==> src/rtl/wb_simple_master_pkg.sv <==
// Shared types and helpers for the wb_simple_master pipelined Wishbone initiator.
package wb_simple_master_pkg;

    typedef enum logic [1:0] {
        IDLE   = 2'd0,
        ACTIVE = 2'd1,
        DRAIN  = 2'd2
    } t_wbm_state;

    localparam int C_CMD_ADDR_WIDTH = 32;
    localparam int C_CMD_DATA_WIDTH = 32;
    localparam int C_CMD_SEL_WIDTH  = C_CMD_DATA_WIDTH / 8;

    // One command as seen on the valid/ready stream, at the default bus widths.
    typedef struct packed {
        logic                        we;
        logic [C_CMD_ADDR_WIDTH-1:0] adr;
        logic [C_CMD_DATA_WIDTH-1:0] dat;
        logic [C_CMD_SEL_WIDTH-1:0]  sel;
    } t_wbm_cmd;

    // Number of abort responses owed when a timeout hits: every retired
    // request plus the one still being strobed.
    function automatic logic [4:0] f_drain_count(input logic [3:0] outstanding,
                                                 input logic       stb);
        return {1'b0, outstanding} + {4'b0000, stb};
    endfunction

endpackage

==> src/rtl/wbm_txn_tracker.sv <==
// Book-keeping for in-flight Wishbone transactions: outstanding count,
// read/write FIFO, idle timeout and abort drain count.
module wbm_txn_tracker
    import wb_simple_master_pkg::*;
#(
    parameter int g_max_outstanding = 4,
    parameter int g_timeout         = 1023
) (
    input  logic       clk_sys,
    input  logic       rst,
    input  logic       retire,
    input  logic       we_retire,
    input  logic       rsp_event,
    input  logic       activity,
    input  logic       active,
    input  logic       drain,
    input  logic       stb,
    output logic [3:0] outstanding,
    output logic [3:0] outstanding_nxt,
    output logic       rsp_we,
    output logic       timeout_hit,
    output logic       drain_last
);

    localparam int PW = (g_max_outstanding > 1) ? $clog2(g_max_outstanding) : 1;
    localparam int TW = $clog2(g_timeout + 1);
    localparam logic [PW-1:0] LAST_IDX = PW'(g_max_outstanding - 1);
    localparam logic [TW-1:0] TMO_LOAD = TW'(g_timeout - 1);

    logic [g_max_outstanding-1:0] we_fifo;
    logic [PW-1:0]                wr_ptr;
    logic [PW-1:0]                rd_ptr;
    logic [3:0]                   count;
    logic [TW-1:0]                tmo_cnt;
    logic [4:0]                   drain_cnt;

    function automatic logic [PW-1:0] f_next_ptr(input logic [PW-1:0] p);
        return (p == LAST_IDX) ? '0 : p + 1'b1;
    endfunction

    assign outstanding     = count;
    assign outstanding_nxt = count + {3'b000, retire} - {3'b000, rsp_event};
    // An ack in the same cycle as the first retire belongs to the retiring request.
    assign rsp_we          = (count == 4'd0) ? we_retire : we_fifo[rd_ptr];
    assign timeout_hit     = active & ~activity & (tmo_cnt == '0) & (stb | (count != 4'd0));
    assign drain_last      = drain & (drain_cnt == 5'd1);

    // Outstanding counter and we-bit FIFO; a timeout abort discards everything in flight.
    always_ff @(posedge clk_sys) begin
        if (rst || timeout_hit) begin
            count   <= 4'd0;
            wr_ptr  <= '0;
            rd_ptr  <= '0;
            we_fifo <= '0;
        end else begin
            count <= outstanding_nxt;
            if (retire) begin
                we_fifo[wr_ptr] <= we_retire;
                wr_ptr          <= f_next_ptr(wr_ptr);
            end
            if (rsp_event) begin
                rd_ptr <= f_next_ptr(rd_ptr);
            end
        end
    end

    // Idle timer: down-counter reloaded on any bus or command activity.
    always_ff @(posedge clk_sys) begin
        if (rst || !active || activity) begin
            tmo_cnt <= TMO_LOAD;
        end else if (tmo_cnt != '0) begin
            tmo_cnt <= tmo_cnt - 1'b1;
        end
    end

    // Abort drain counter: loaded at the timeout, one response per DRAIN cycle.
    always_ff @(posedge clk_sys) begin
        if (rst) begin
            drain_cnt <= 5'd0;
        end else if (timeout_hit) begin
            drain_cnt <= f_drain_count(count, stb);
        end else if (drain && (drain_cnt != 5'd0)) begin
            drain_cnt <= drain_cnt - 1'b1;
        end
    end

endmodule

==> src/rtl/wb_simple_master.sv <==
// Pipelined Wishbone B4 initiator: converts a valid/ready command stream into
// Wishbone cycles and returns one in-order response per command.
//
//   state  | meaning
//   IDLE   | no cycle open, nothing in flight
//   ACTIVE | cycle open, requests being strobed and/or awaiting ack
//   DRAIN  | timeout abort: bus released, error responses owed being emitted
module wb_simple_master
    import wb_simple_master_pkg::*;
#(
    parameter int g_addr_width      = 32,
    parameter int g_data_width      = 32,
    parameter int g_max_outstanding = 4,
    parameter int g_timeout         = 1023
) (
    input  logic                      clk_sys_i,
    input  logic                      rst_i,
    input  logic                      cmd_valid_i,
    output logic                      cmd_ready_o,
    input  logic                      cmd_we_i,
    input  logic [g_addr_width-1:0]   cmd_adr_i,
    input  logic [g_data_width-1:0]   cmd_dat_i,
    input  logic [g_data_width/8-1:0] cmd_sel_i,
    output logic                      rsp_valid_o,
    output logic [g_data_width-1:0]   rsp_dat_o,
    output logic                      rsp_err_o,
    output logic                      rsp_tmo_o,
    output logic                      busy_o,
    output logic                      wb_cyc_o,
    output logic                      wb_stb_o,
    output logic                      wb_we_o,
    output logic [g_addr_width-1:0]   wb_adr_o,
    output logic [g_data_width-1:0]   wb_dat_o,
    output logic [g_data_width/8-1:0] wb_sel_o,
    input  logic [g_data_width-1:0]   wb_dat_i,
    input  logic                      wb_ack_i,
    input  logic                      wb_err_i,
    input  logic                      wb_stall_i
);

    t_wbm_state state;
    t_wbm_state state_nxt;

    logic       accept;
    logic       retire;
    logic       rsp_event;
    logic       activity;
    logic       active;
    logic       drain;
    logic       timeout_hit;
    logic       drain_last;
    logic       rsp_we;
    logic [3:0] outstanding;
    logic [3:0] outstanding_nxt;
    logic [4:0] in_flight;

    assign in_flight   = {1'b0, outstanding} + {4'b0000, wb_stb_o};
    // Credit only what is already known; an ack arriving this cycle frees a slot next cycle.
    assign cmd_ready_o = ~drain & (~wb_stb_o | ~wb_stall_i) &
                         (in_flight < 5'(g_max_outstanding));
    assign accept      = cmd_valid_i & cmd_ready_o;
    assign retire      = wb_stb_o & ~wb_stall_i;
    assign rsp_event   = active & (wb_ack_i | wb_err_i) & ((outstanding != 4'd0) | retire);
    assign activity    = accept | retire | wb_ack_i | wb_err_i;

    wbm_txn_tracker #(
        .g_max_outstanding (g_max_outstanding),
        .g_timeout         (g_timeout)
    ) u_tracker (
        .clk_sys         (clk_sys_i),
        .rst             (rst_i),
        .retire          (retire),
        .we_retire       (wb_we_o),
        .rsp_event       (rsp_event),
        .activity        (activity),
        .active          (active),
        .drain           (drain),
        .stb             (wb_stb_o),
        .outstanding     (outstanding),
        .outstanding_nxt (outstanding_nxt),
        .rsp_we          (rsp_we),
        .timeout_hit     (timeout_hit),
        .drain_last      (drain_last)
    );

    // State register.
    always_ff @(posedge clk_sys_i) begin
        if (rst_i) begin
            state <= IDLE;
        end else begin
            state <= state_nxt;
        end
    end

    // Next-state logic.
    always_comb begin
        state_nxt = state;
        case (state)
            IDLE: begin
                if (accept) state_nxt = ACTIVE;
            end
            ACTIVE: begin
                if (timeout_hit) begin
                    state_nxt = DRAIN;
                end else if (!wb_stb_o && (outstanding == 4'd0) && !accept) begin
                    state_nxt = IDLE;
                end
            end
            DRAIN: begin
                if (drain_last) state_nxt = IDLE;
            end
            default: state_nxt = IDLE;
        endcase
    end

    // State decode.
    always_comb begin
        active = 1'b0;
        drain  = 1'b0;
        busy_o = 1'b0;
        case (state)
            ACTIVE: begin
                active = 1'b1;
                busy_o = 1'b1;
            end
            DRAIN: begin
                drain  = 1'b1;
                busy_o = 1'b1;
            end
            default: ;
        endcase
    end

    // Wishbone request registers; cyc stays up while anything is strobed or unacknowledged.
    always_ff @(posedge clk_sys_i) begin
        if (rst_i) begin
            wb_cyc_o <= 1'b0;
            wb_stb_o <= 1'b0;
            wb_we_o  <= 1'b0;
            wb_adr_o <= '0;
            wb_dat_o <= '0;
            wb_sel_o <= '0;
        end else if (timeout_hit) begin
            wb_cyc_o <= 1'b0;
            wb_stb_o <= 1'b0;
        end else begin
            if (accept) begin
                wb_stb_o <= 1'b1;
                wb_we_o  <= cmd_we_i;
                wb_adr_o <= cmd_adr_i;
                wb_dat_o <= cmd_dat_i;
                wb_sel_o <= cmd_sel_i;
            end else if (retire) begin
                wb_stb_o <= 1'b0;
            end
            wb_cyc_o <= accept | (wb_stb_o & ~retire) | (outstanding_nxt != 4'd0);
        end
    end

    // Response register: one pulse per ack/err, or per owed request while draining.
    always_ff @(posedge clk_sys_i) begin
        if (rst_i) begin
            rsp_valid_o <= 1'b0;
            rsp_err_o   <= 1'b0;
            rsp_tmo_o   <= 1'b0;
            rsp_dat_o   <= '0;
        end else begin
            rsp_valid_o <= rsp_event | drain;
            rsp_err_o   <= drain | (rsp_event & wb_err_i);
            rsp_tmo_o   <= drain;
            rsp_dat_o   <= (rsp_event && !rsp_we && wb_ack_i && !wb_err_i) ? wb_dat_i : '0;
        end
    end

endmodule

==> config.mk <==
export PLATFORM = sky130hd
export DESIGN_NAME = wb_simple_master
export DESIGN_NICKNAME = d
export VERILOG_FILES = /design/src/rtl/wb_simple_master_pkg.sv /design/src/rtl/wbm_txn_tracker.sv /design/src/rtl/wb_simple_master.sv
export SDC_FILE = /design/constraint.sdc
export NUM_CORES = 1
export LEC_CHECK = 0
export BUFFER_PORTS_ARGS = -buffer_cell sky130_fd_sc_hd__buf_2
export CORE_MARGIN = 2
export CORE_UTILIZATION = 33
export DETAILED_ROUTE_END_ITERATION = 6
export PLACE_DENSITY = 0.64
export SETUP_SLACK_MARGIN = 0.05
export SYNTH_ARGS = -nofsm -noshare
export SYNTH_HDL_FRONTEND = slang
export SYNTH_SLANG_ARGS = --single-unit
==> constraint.sdc <==
create_clock -name clk_sys_i -period 7.62 [get_ports clk_sys_i]
set_clock_uncertainty 0.1 [all_clocks]
set_input_delay 0.762 -clock clk_sys_i [delete_from_list [all_inputs] [get_ports clk_sys_i]]
set_output_delay 0.762 -clock clk_sys_i [all_outputs]
set_load 0.01 [all_outputs]
-- Word-level counts from Yosys, hierarchy flattened
Index checks and enable logic that the tools add are counted.
- bits in registers: 135
- output and inout bits: 108
- eq/ne operators: 8
- bitwise gates (word level): 30
- reductions and logical operators: 29
- $lt $le $gt $ge: 4
- add/sub/neg operators: 7
- multiplexer cells: 20
- operators by type and width (operator ; number):
    $and 1x1->1 ; 12
    $mux 2 ; 6
    $or 1x1->1 ; 11
    $logic_not 10->1 ; 1
    $mux 5 ; 2
    $reduce_bool 10->1 ; 1
    $sub 10x1->10 const B ; 1
    $mux 1 ; 8
    $reduce_bool 4->1 ; 2
    $logic_and 1x1->1 ; 7
    $not 1->1 ; 7
    $eq 2x2->1 const B ; 3
    $lt 2x3->1 const B ; 2
    $pmux 2 s3 ; 1
    $reduce_or 2->1 ; 3
    $add 4x1->5 ; 1
    $eq 5x1->1 const B ; 1
    $logic_not 1->1 ; 5
    $lt 5x3->1 const B ; 1
    $reduce_bool 5->1 ; 1
    $sub 5x1->5 const B ; 1
    $add 2x1->2 const B ; 2
    $add 4x1->4 ; 1
    $bwmux 4 ; 1
    13 further kinds ; 17

-- Logic depth before layout (Yosys ltp)
Gate-level depths: netlist of run 1.
- depth after elaboration: 15
- mapped depth: 12
- mapped depth without buffers: 12

-- Modules after synthesis
From an unflattened synthesis of run 1, not the netlist that was laid out.
- cell total of the unflattened synthesis: 589
- area total of the unflattened synthesis: 5200.0 um^2
- modules (own cells, without submodules) (module ; cells an instance ; area an instance (um^2) ; instances):
    wb_simple_master ; 411 ; 3626.0 ; 1
    wbm_txn_tracker ; 178 ; 1574.0 ; 1

-- Worst setup path after synthesis of run 1
OpenSTA, ideal clock, no wires.
- path kind: input to register
- start point: input wb_stall_i
- end point: register wb_cyc_o
- library setup time: 0.091 ns
- data required time: 7.429 ns
- stages on the path: 11
- buffers on the path: 1
- slack: 4.523 ns
- data arrival time: 2.906 ns
- cell sequence: nand2b_1 -> clkbuf_1 -> a211oi_1 -> ha_1 -> inv_1 -> ha_1 -> inv_1 -> fa_1 -> xnor2_1 -> nor3b_1 -> a311oi_1
- cells in the longest elaborated chain, start to end: 13
- elaborated cells between the ends (all ways): 23
- RTL lines (item ; line ; source):
    start, declared ; wb_simple_master.sv:38 ; input logic wb_stall_i
    $not 1->1 (*) ; wb_simple_master.sv:59, wb_simple_master.sv:62 ;
    parallel branches: the longest is 12 deep, another holds $add 4x1->4 ; -- ;
    end signal, assigned ; wb_simple_master.sv:156 ; wb_cyc_o <= accept | (wb_stb_o & ~retire) | (outstanding_nxt != 4'd0);
    end, declared ; wb_simple_master.sv:29 ; output logic wb_cyc_o,
Mark *: on every way between the ends.
A chain may end at the register's enable or synchronous reset.

-- Final worst setup path of run 1
- start point: register wb_stb_o
- end point: output cmd_ready_o
- cells in the longest elaborated chain, start to end: 4
- elaborated cells between the ends (all ways): 6
- RTL lines (item ; line ; source):
    start, declared ; wb_simple_master.sv:30 ; output logic wb_stb_o,
    start signal, assigned ; wb_simple_master.sv:138 ; wb_stb_o <= 1'b0;
    start signal, assigned ; wb_simple_master.sv:145 ; wb_stb_o <= 1'b0;
    start signal, assigned ; wb_simple_master.sv:148 ; wb_stb_o <= 1'b1;
    parallel branches: the longest is 3 deep, another holds $add 4x1->5 ; -- ;
    $and 1x1->1 (*) ; wb_simple_master.sv:59 ; assign cmd_ready_o = ~drain & (~wb_stb_o | ~wb_stall_i) &
    end, declared ; wb_simple_master.sv:19 ; output logic cmd_ready_o,
Marked as above.

==> results of run 1 <==
-- where the power goes --
part / switching [mW] / internal (mW)
sequential: 0.0399 / 0.778
combinational: 0.313 / 0.189
clock: 0.316 / 0.483
total: 0.669 / 1.45
-- metal layers --
metal	track usage, %	vias to the layer above
met3	5.327	19
li1	-	2547
met5	0	-
met4	6.619	0
met1	21.36	2379
met2	26.06	200
-- cells by family after synthesis --
group | Yosys count
DFF | 135
muxes | 13
and+or+nand+nor | 189
buffers and inverters | 68
xor gates and xnor gates | 6
adders and majority gates | 22
AOI/OAI and AO/OA | 181
-- sequential cells by signal (all words and copies together) (netlist names), 4 cells and up --
register / cells
rsp_dat_o: 32
wb_adr_o: 32
wb_dat_o: 32
u_tracker.tmo_cnt: 10
u_tracker.drain_cnt: 5
u_tracker.outstanding: 4
u_tracker.we_fifo: 4
wb_sel_o: 4
-- Yosys cell counts (3+ instances only) --
cell      number  area [sq um]
nor2b_1        3         18.77
and2_1        36         225.2
o21ai_0       76         380.4
xnor2_1        6         52.55
nand2_1       15         56.30
ha_1          21         262.8
buf_2          9         45.04
nor2_1        16         60.06
a21oi_1       82         410.4
mux2i_1       10         100.1
or4b_2         3         30.03
nand2b_1       5         31.28
inv_1         20         75.07
nor3_1        14         70.07
nand3_1       74         370.4
nor3b_1        6         45.04
and3_1         4         25.02
clkbuf_1      38         142.6
dfxtp_1      135          2703
-- tightest hold or removal path, delay by kind of cell (launching register included) --
family	cells	cell delay (ps)
compound gates	2	120
flops	1	300
-- final timing paths --
kind	slack [ps]	endpoint	cells after the start	start
setup / recovery	4100	cmd_ready_o	7	wb_stb_o
hold / removal	370	wb_adr_o[28]	2	wb_adr_o[28]
setup reg to reg	4300	wb_cyc_o	12	u_tracker.outstanding[2]
hold reg to reg	370	wb_adr_o[28]	2	wb_adr_o[28]
-- metrics by stage --
stage,hold slack [ps],setup slack (ps)
2_1_floorplan,380.0,4523
3_3_place_gp,359.1,4223
3_5_place_dp,363.2,4138
4_1_cts,371.5,4043
5_1_grt,394.3,3903
6_report,369.5,4100
-- layout make-up --
type / instances / area share (%)
multi-input combinational: 411 / 35.18
clock inverter: 14 / 2.084
timing repair buffer: 220 / 15.24
clock buffer: 17 / 5.809
inverter: 20 / 1.025
sequential: 135 / 36.90
tap: 220 / 3.759
==> results.sh, run 1 <==
export IMPL_syn_area_per_cell_sq_um=9.025
export IMPL_setup_viol=0
export IMPL_ant_nets=0
export IMPL_vias=5145
export IMPL_overflow=0
export IMPL_crit_arrival_ps=2660
export IMPL_clock_latency_ps=410
export IMPL_status="finished clean"
export IMPL_layout_common_cells="buf_2, dfxtp_1, a21oi_1, o21ai_0, nand3_1"
export IMPL_portBuffers=214
export IMPL_met1_length_mm=6.463
export IMPL_cts_sinks=135
export IMPL_drc=0
export IMPL_vias_per_cell=4.961
export IMPL_path_buf_inv=2
export IMPL_synth_xor_area_share_pct=0.9483
export IMPL_netlist_area_sq_um=5542
export IMPL_synth_seq_area_share_pct=48.77
export IMPL_final_area_sq_um=7323
export IMPL_cp_slowest_cell="a2111o_2"
export IMPL_post_cts_buffers=0
export IMPL_syn_nets=743
export IMPL_start_kind="flip-flop"
export IMPL_powerDensity_nw_per_um2=289.3
export IMPL_dr_pass1_iters=7
export IMPL_clkTransAtPathRegs_ps=60
export IMPL_finalSetupTns_ps=0
export IMPL_ctsResizeCount=0
export IMPL_synthMuxAreaShare_pct=2.619
export IMPL_die_w_um=133.6
export IMPL_post_route_period_util_pct=46.20
export IMPL_n_antenna_cell=0
export IMPL_fin_nets=934
export IMPL_place_area_sq_um=6745
export IMPL_synth_edff_count=0
export IMPL_synthFlopType="dfxtp_1"
export IMPL_p_leak_nw=3.316
export IMPL_grt_pass1_vias=4943
export IMPL_slew_headroom_pct=31.26
export IMPL_crit_family="simple AND/OR/NAND/NOR gates"
export IMPL_end_kind="output port"
export IMPL_crit_path_max_incr_delay_ps=480
export IMPL_fillers=1701
export IMPL_rsz0062_at_grt="no"
export IMPL_multi_input_area_sq_um=2576
export IMPL_clock_path_buffers=2
export IMPL_async_flop_share_pct=0
export IMPL_io_pins=215
export IMPL_ys_seq_elements=135
export IMPL_yosysWarningCount=0
export IMPL_dr_max_layer_used="met4"
export IMPL_initial_core_util_pct=33.54
export IMPL_grt_max_degree=93
export IMPL_finalNonFillerCells=1037
export IMPL_grt_pass1_wl_mm=23.98
export IMPL_place_inst=1006
export IMPL_cp_common_cell="ha_1"
export IMPL_critPathRequiredTime_ps=6760
export IMPL_register_area_sq_um=2703
export IMPL_synthToLayoutAreaGrowth_pct=32.15
export IMPL_h_tree_depth=4
export IMPL_rows=47
export IMPL_cts_tree="done"
export IMPL_routed_wl_mm=14.70
export IMPL_drv_cap=0
export IMPL_cts_buffers=17
export IMPL_track_usage_pct=16.65
export IMPL_drtIter0Drc=257
export IMPL_max_freq_mhz=284.1
export IMPL_final_common_cell="buf_2"
export IMPL_synth_cell_type_count=51
export IMPL_path_cells="ha_1 -> ha_1 -> or2_1 -> a2111o_2 -> buf_4 -> nor2_1 -> buf_2"
export IMPL_hold_class="reg2reg"
export IMPL_hpwl_mm=9.711
export IMPL_ir_worst_vdd_uv=149.8
export IMPL_timing_setup_critical_path_class="reg2out"
export IMPL_dr_wl_met3_mm=1.298
export IMPL_slew_viol_final=0
export IMPL_synthSimpleGateAreaFrac_pct=19.17
export IMPL_synth_cells=614
export IMPL_utilization_pct=44.32
export IMPL_wl_per_cell_um=14.18
export IMPL_synth_compound_gate_area_share_pct=18.45
export IMPL_dieArea_sq_um=17850
export IMPL_place_congestion=0.7690
export IMPL_wl_met2_mm=6.666
export IMPL_synth_fa_ha_area_share_pct=5.103
export IMPL_drive_above_1_share_pct=32.44
export IMPL_dieHeight_um=133.6
export IMPL_root_buffer="clkbuf_16"
export IMPL_period_needed_ps=3520
export IMPL_antenna_found_initial=0
export IMPL_core_area_sq_um=16520
export IMPL_cp_max_fo=70
export IMPL_fin_total_pwr_mw=2.119
export IMPL_synth_top_family_by_area="simple AND/OR/NAND/NOR gates"
export IMPL_holdBufCountCts=0
export IMPL_finalHoldViolations=0
export IMPL_worst_pin_slew_ps=1031
Note: power is estimated with default switching activity, not from simulation.
==> run 2, diff against run 1 <==
--- a/config.mk
+++ b/config.mk
@@ -9,7 +9,7 @@
 export CORE_MARGIN = 2
 export CORE_UTILIZATION = 33
 export DETAILED_ROUTE_END_ITERATION = 6
-export PLACE_DENSITY = 0.64
+export PLACE_DENSITY = 0.66
 export SETUP_SLACK_MARGIN = 0.05
 export SYNTH_ARGS = -nofsm -noshare
 export SYNTH_HDL_FRONTEND = slang
==> constraint.sdc (replaced) <==
create_clock -name clk_sys_i -period 2.8 [get_ports clk_sys_i]
set_clock_uncertainty 0.1 [all_clocks]
set_input_delay 0.28 -clock clk_sys_i [delete_from_list [all_inputs] [get_ports clk_sys_i]]
set_output_delay 0.28 -clock clk_sys_i [all_outputs]
set_load 0.01 [all_outputs]
==> run 2 against run 1 <==
Net effect: cell area is 11% higher; clock power grew to 3.1 times the previous value; sequential power increased to 2.7 times the previous value; non-clock buffer count increased by 71; count of clock-buffer cells in the layout is 3 higher; via count up 5.8%; largest cell class unchanged.
==> results.sh, run 2 (synthesis results as in run 1) <==
export IMPL_crit_path_max_incr_delay_ps=480
export IMPL_end_kind="output port"
export IMPL_path_buf_inv=1
export IMPL_clkTransAtPathRegs_ps=60
export IMPL_overflow=0
export IMPL_drtIter0Drc=363
export IMPL_place_inst=1017
export IMPL_n_antenna_cell=0
export IMPL_slew_viol_final=0
export IMPL_critPathRequiredTime_ps=2420
export IMPL_wl_per_cell_um=14.78
export IMPL_io_pins=215
export IMPL_layout_common_cells="buf_2, dfxtp_1, a21oi_1, o21ai_0, nand3_1"
export IMPL_ir_worst_vdd_uv=460.9
export IMPL_hold_ws_ps=22.72
export IMPL_max_freq_mhz=382.0
export IMPL_start_kind="flip-flop"
export IMPL_drc=0
export IMPL_dp_slack_ps=140.5
export IMPL_largestRegisters="rsp_dat_o: 32 flops, wb_adr_o: 32 flops, wb_dat_o: 32 flops"
export IMPL_dieHeight_um=133.6
export IMPL_crit_arrival_ps=2240
export IMPL_cp_max_fo=6
export IMPL_dr_pass1_iters=4
export IMPL_slew_headroom_pct=46.62
export IMPL_cts_sinks=135
export IMPL_hold_class="in2reg"
export IMPL_portBuffers=214
export IMPL_fillers=1557
export IMPL_post_route_period_util_pct=93.49
export IMPL_cts_tree="done"
export IMPL_ant_nets=0
export IMPL_cts_buffers=17
export IMPL_register_area_sq_um=2703
export IMPL_cp_common_cell="ha_1"
export IMPL_final_area_sq_um=8113
export IMPL_finalHoldViolations=0
export IMPL_status="finished clean"
export IMPL_track_usage_pct=18.09
export IMPL_vias=5444
export IMPL_dieArea_sq_um=17850
export IMPL_crit_family="compound AO/OA/AOI/OAI gates"
export IMPL_grt_pass1_wl_mm=25.80
export IMPL_core_area_sq_um=16520
export IMPL_p_leak_nw=3.674
export IMPL_grt_max_degree=74
export IMPL_rows=47
export IMPL_drive_above_1_share_pct=32.28
export IMPL_drv_cap=0
export IMPL_finalSetupTns_ps=0
export IMPL_die_w_um=133.6
export IMPL_antenna_found_initial=0
export IMPL_hpwl_mm=10.30
export IMPL_place_area_sq_um=6858
export IMPL_fin_ws_ps=182.2
export IMPL_vias_per_cell=4.909
export IMPL_place_congestion=0.7991
export IMPL_final_common_cell="buf_2"
export IMPL_setup_viol=0
export IMPL_grt_pass1_vias=5258
export IMPL_multi_input_area_sq_um=2604
export IMPL_h_tree_depth=4
export IMPL_period_needed_ps=2618
export IMPL_cp_slowest_cell="a2111o_2"
export IMPL_worst_pin_slew_ps=800.7
export IMPL_clock_path_buffers=2
export IMPL_powerDensity_nw_per_um2=773.6
export IMPL_path_cells="ha_1 -> ha_1 -> or2_1 -> a2111o_2 -> nor2_2 -> buf_2"
export IMPL_synthToLayoutAreaGrowth_pct=46.40
export IMPL_clock_latency_ps=410
export IMPL_timing_setup_critical_path_class="reg2out"
export IMPL_finalNonFillerCells=1109
export IMPL_routed_wl_mm=16.39
export IMPL_root_buffer="clkbuf_16"
export IMPL_initial_core_util_pct=33.54
export IMPL_rsz0062_at_grt="yes"
export IMPL_fin_nets=1005
[run 2: stage by stage]
stage	power (mW)	utilization, %
after floorplan	3.184	-
after global placement	3.738	41.50
after detailed placement	3.755	41.50
after CTS	6.295	48.67
after global routing	6.613	49.10
final	6.276	49.10
[run 2: tightest hold or removal path, delay by kind of cell]
kind | cells | cell delay (ps)
AO/OA/AOI/OAI | 1 | 50
buffers and inverters | 1 | 100
AND/OR/NAND/NOR | 1 | 50
[run 2: timing repair]
action | CTS | global route
gates cloned | 0 | 0
hold buffers | 53 | 1
setup buffers | 1 | 5
hold endpoints to repair | 53 | 1
endpoints found under the setup margin | 1 | 11
resized for setup | 0 | 5
pin swaps | 1 | 3
[run 2: final timing paths]
kind                                 start            to  slack, ps  cells after the start
setup reg to reg  u_tracker.outstanding[2]      wb_cyc_o        230                     11
hold / removal                cmd_sel_i[1]   wb_sel_o[1]         20                      3
hold reg to reg               wb_dat_o[22]  wb_dat_o[22]        370                      2
setup / recovery                  wb_stb_o   cmd_ready_o        180                      6
[run 2: area by class of cell]
cell class	instances	share of cell area, %
Timing Repair Buffer	291	22.30
Multi-Input combinational cell	411	32.09
Tap cell	220	3.393
Sequential cell	135	33.31
Clock inverter	12	2.468
Clock buffer	20	5.506
Inverter	20	0.9254
[run 2: power by group]
part	internal (mW)	switching [mW]	total, mW
sequential	2.12	0.0991	2.22
combinational	0.678	0.938	1.62
clock	1.60	0.838	2.44
[run 2: metal layers]
metal,up-vias,routed length [um],GRT usage (%)
li1,2689,-,-
met1,2526,7178,22.37
met2,212,7819,29.98
met3,17,1179,5.670
met4,0,216,5.969
met5,-,0,0
==> run 3, diff against run 2 <==
--- a/config.mk
+++ b/config.mk
@@ -5,6 +5,7 @@
 export SDC_FILE = /design/constraint.sdc
 export NUM_CORES = 1
 export LEC_CHECK = 0
+export ABC_AREA = 1
 export BUFFER_PORTS_ARGS = -buffer_cell sky130_fd_sc_hd__buf_2
 export CORE_MARGIN = 2
 export CORE_UTILIZATION = 33
==> run 3 against run 2 <==
Net effect: die area fell by 2.5%; sequential share of layout area rose by 2.4 points; area after synthesis fell by 2.5%; synthesized cell count rose by 11%; count of clock-buffer cells in the layout fell by 2; hold slack improved by 4.4 ps; critical endpoint unchanged; largest cell class unchanged.
==> results.sh, run 3 <==
export IMPL_overflow=0
export IMPL_fin_nets=1045
export IMPL_h_tree_depth=4
export IMPL_cts_tree="done"
export IMPL_portBuffers=214
export IMPL_synthToLayoutAreaGrowth_pct=40.03
export IMPL_synthTopCellsByCount="dfxtp_1, nand2_1, a21oi_1"
export IMPL_slew_headroom_pct=52.18
export IMPL_netlist_area_sq_um=5401
export IMPL_dieArea_sq_um=17410
export IMPL_dieHeight_um=131.9
export IMPL_netSwitchingPower_mw=2.014
export IMPL_drive_above_1_share_pct=30.03
export IMPL_ant_nets=0
export IMPL_clkTransAtPathRegs_ps=60
export IMPL_setup_viol=0
export IMPL_core_area_sq_um=15940
export IMPL_end_kind="output port"
export IMPL_die_w_um=131.9
export IMPL_min_to="wb_adr_o[12]"
export IMPL_r2r_start="state[1]"
export IMPL_fillers=1577
export IMPL_cts_sinks=135
export IMPL_io_pins=215
export IMPL_synth_edff_count=0
export IMPL_vias_per_cell=4.516
export IMPL_fin_total_pwr_mw=6.116
export IMPL_synth_most_common_cell="dfxtp_1"
export IMPL_hold_class="in2reg"
export IMPL_worst_pin_slew_ps=717.3
export IMPL_final_common_cell="buf_2"
export IMPL_status="finished clean"
export IMPL_combPwrFrac_pct=26.2
export IMPL_pwr_share_seq_pct=37.2
export IMPL_ir_worst_vdd_uv=417.0
export IMPL_clock_path_buffers=2
export IMPL_rows=46
export IMPL_yosysWarningCount=0
export IMPL_post_route_period_util_pct=91.47
export IMPL_finalSetupTns_ps=0
export IMPL_grt_pass1_vias=4836
export IMPL_start_kind="flip-flop"
export IMPL_utilization_pct=47.44
export IMPL_drv_cap=0
export IMPL_track_usage_pct=17.46
export IMPL_drc=0
export IMPL_max_freq_mhz=390.4
export IMPL_finalNonFillerCells=1145
export IMPL_grt_pass1_wl_mm=24.36
export IMPL_min_from="cmd_adr_i[12]"
export IMPL_cp_max_fo=69
export IMPL_yosysTopAreaCell="dfxtp_1"
export IMPL_initial_core_util_pct=33.88
export IMPL_internal_power_mw=4.102
export IMPL_period_needed_ps=2561
export IMPL_slew_viol_final=0
export IMPL_finalHoldViolations=0
export IMPL_ys_seq_elements=135
export IMPL_r2r_slack_ps=250
export IMPL_r2r_end="wb_cyc_o"
export IMPL_synth_cell_type_count=34
export IMPL_syn_nets=808
export IMPL_holdPathStages=3
export IMPL_n_antenna_cell=0
export IMPL_place_congestion=0.8137
export IMPL_worstRegToRegCells=14
export IMPL_syn_area_per_cell_sq_um=7.955
export IMPL_clock_latency_ps=410
export IMPL_hpwl_mm=10.34
export IMPL_synthFlopType="dfxtp_1"
export IMPL_vias=5171
export IMPL_layout_common_cells="buf_2, dfxtp_1, nand2_1, a21oi_1, nand3_1"
export IMPL_clockPowerShare_pct=36.6
export IMPL_largestRegisters="rsp_dat_o: 32 flops, wb_adr_o: 32 flops, wb_dat_o: 32 flops"
export IMPL_dr_pass1_iters=4
export IMPL_synthDominantCellAreaShare_pct=50.03
export IMPL_synth_seq_area_share_pct=50.03
export IMPL_cts_buffers=17
export IMPL_place_inst=1079
export IMPL_antenna_found_initial=0
export IMPL_grt_max_degree=70
export IMPL_critPathRequiredTime_ps=2420
export IMPL_swShare_pct=32.93
export IMPL_drtIter0Drc=200
export IMPL_async_flop_share_pct=0
export IMPL_ys_top_cells_by_area="dfxtp_1, nand2_1, a21oi_1"
export IMPL_wl_per_cell_um=13.28
export IMPL_crit_arrival_ps=2180
export IMPL_p_leak_nw=3.720
export IMPL_routed_wl_mm=15.20
export IMPL_synth_cells=679
export IMPL_timing_setup_critical_path_class="reg2out"
export IMPL_root_buffer="clkbuf_16"
export IMPL_powerDensity_nw_per_um2=808.7
export IMPL_rsz0062_at_grt="no"
==> run 3: cell types whose count changed after synthesis, moves of 10 or more <==
cell	before	now
inv_1	20	73
and2_1	36	0
mux2i_1	10	0
nand2_1	15	124
nor2_1	16	65
clkbuf_1	38	17
o21ai_0	76	11
nor3_1	14	3
==> run 3: what timing repair did <==
| item | CTS | global route |
|---|---|---|
| hold buffers | 33 | 0 |
| setup endpoints to repair | 0 | 2 |
| endpoints found under the hold margin | 33 | 0 |
| setup buffers | 0 | 1 |
| gates resized for setup | 0 | 4 |
==> run 3: kinds of logic (layout without fill, tap and decap cells) <==
family                   Yosys count  count (layout)  share of synthesized area (%)
AO/OA/AOI/OAI                    103             103                          9.938
buffers and inverters            115             365                          9.011
flip-flops                       135             135                          50.03
XOR/XNOR                          13              13                          2.108
AND/OR/NAND/NOR                  291             291                          23.67
adder cells (fa/ha/maj)           22              22                          5.235
==> run 3: layout make-up <==
type	instances	area, sq um	share of cell area, %
Sequential cell	135	2704	35.75
Multi-Input combinational cell	429	2227	29.45
Timing Repair Buffer	256	1481	19.59
Clock buffer	18	429.2	5.674
Inverter	77	289.0	3.821
Tap cell	216	270.3	3.573
Clock inverter	14	162.7	2.151
==> run 3: routing by layer <==
layer / vias to the layer above / track usage, % / share of wire (%)
met5: - / 0 / 0
met4: 0 / 6.582 / 1.6
met3: 16 / 4.767 / 5.6
met2: 171 / 29.28 / 50
met1: 2336 / 21.38 / 43
li1: 2648 / - / -
==> run 3: power groups by stage <==
stage / logic, mW / clock network, mW / registers, mW
global route: 1.81 / 2.39 / 2.30
floorplan: 0.947 / 0 / 2.39
global placement: 1.52 / 0 / 2.31
finish: 1.60 / 2.24 / 2.27
detailed placement: 1.52 / 0 / 2.32
CTS: 1.57 / 2.30 / 2.27
==> run 3: critical path: stages (launching register included) <==
cell	delay, ps
dfxtp_1	410
ha_1	220
ha_1	190
inv_1	50
nand2_1	50
nand2_1	110
nor3_4	230
buf_12	310
buf_2	190
==> run 3: stage by stage <==
| stage | setup slack [ps] | hold slack [ps] | instance area, sq um |
|---|---|---|---|
| final | 238.7 | 27.14 | 7564 |
| after global routing | 48.01 | 11.28 | 7564 |
| after CTS | 144.7 | 2.594 | 7540 |
| after detailed placement | 163.6 | 352.6 | 6618 |
| after global placement | 215.3 | 348.7 | 6618 |
| after floorplan | 378.0 | 292.2 | 5401 |
==> run 3: worst max path at each step <==
stage | from | endpoint | cells past startpoint
4_1_cts | u_tracker.outstanding[2] | wb_cyc_o | 15
3_3_place_gp | u_tracker.outstanding[2] | wb_cyc_o | 15
6_report | wb_stb_o | cmd_ready_o | 8
2_1_floorplan | u_tracker.outstanding[2] | wb_cyc_o | 15
3_5_place_dp | u_tracker.outstanding[2] | wb_cyc_o | 15
5_1_grt | u_tracker.outstanding[2] | wb_cyc_o | 15
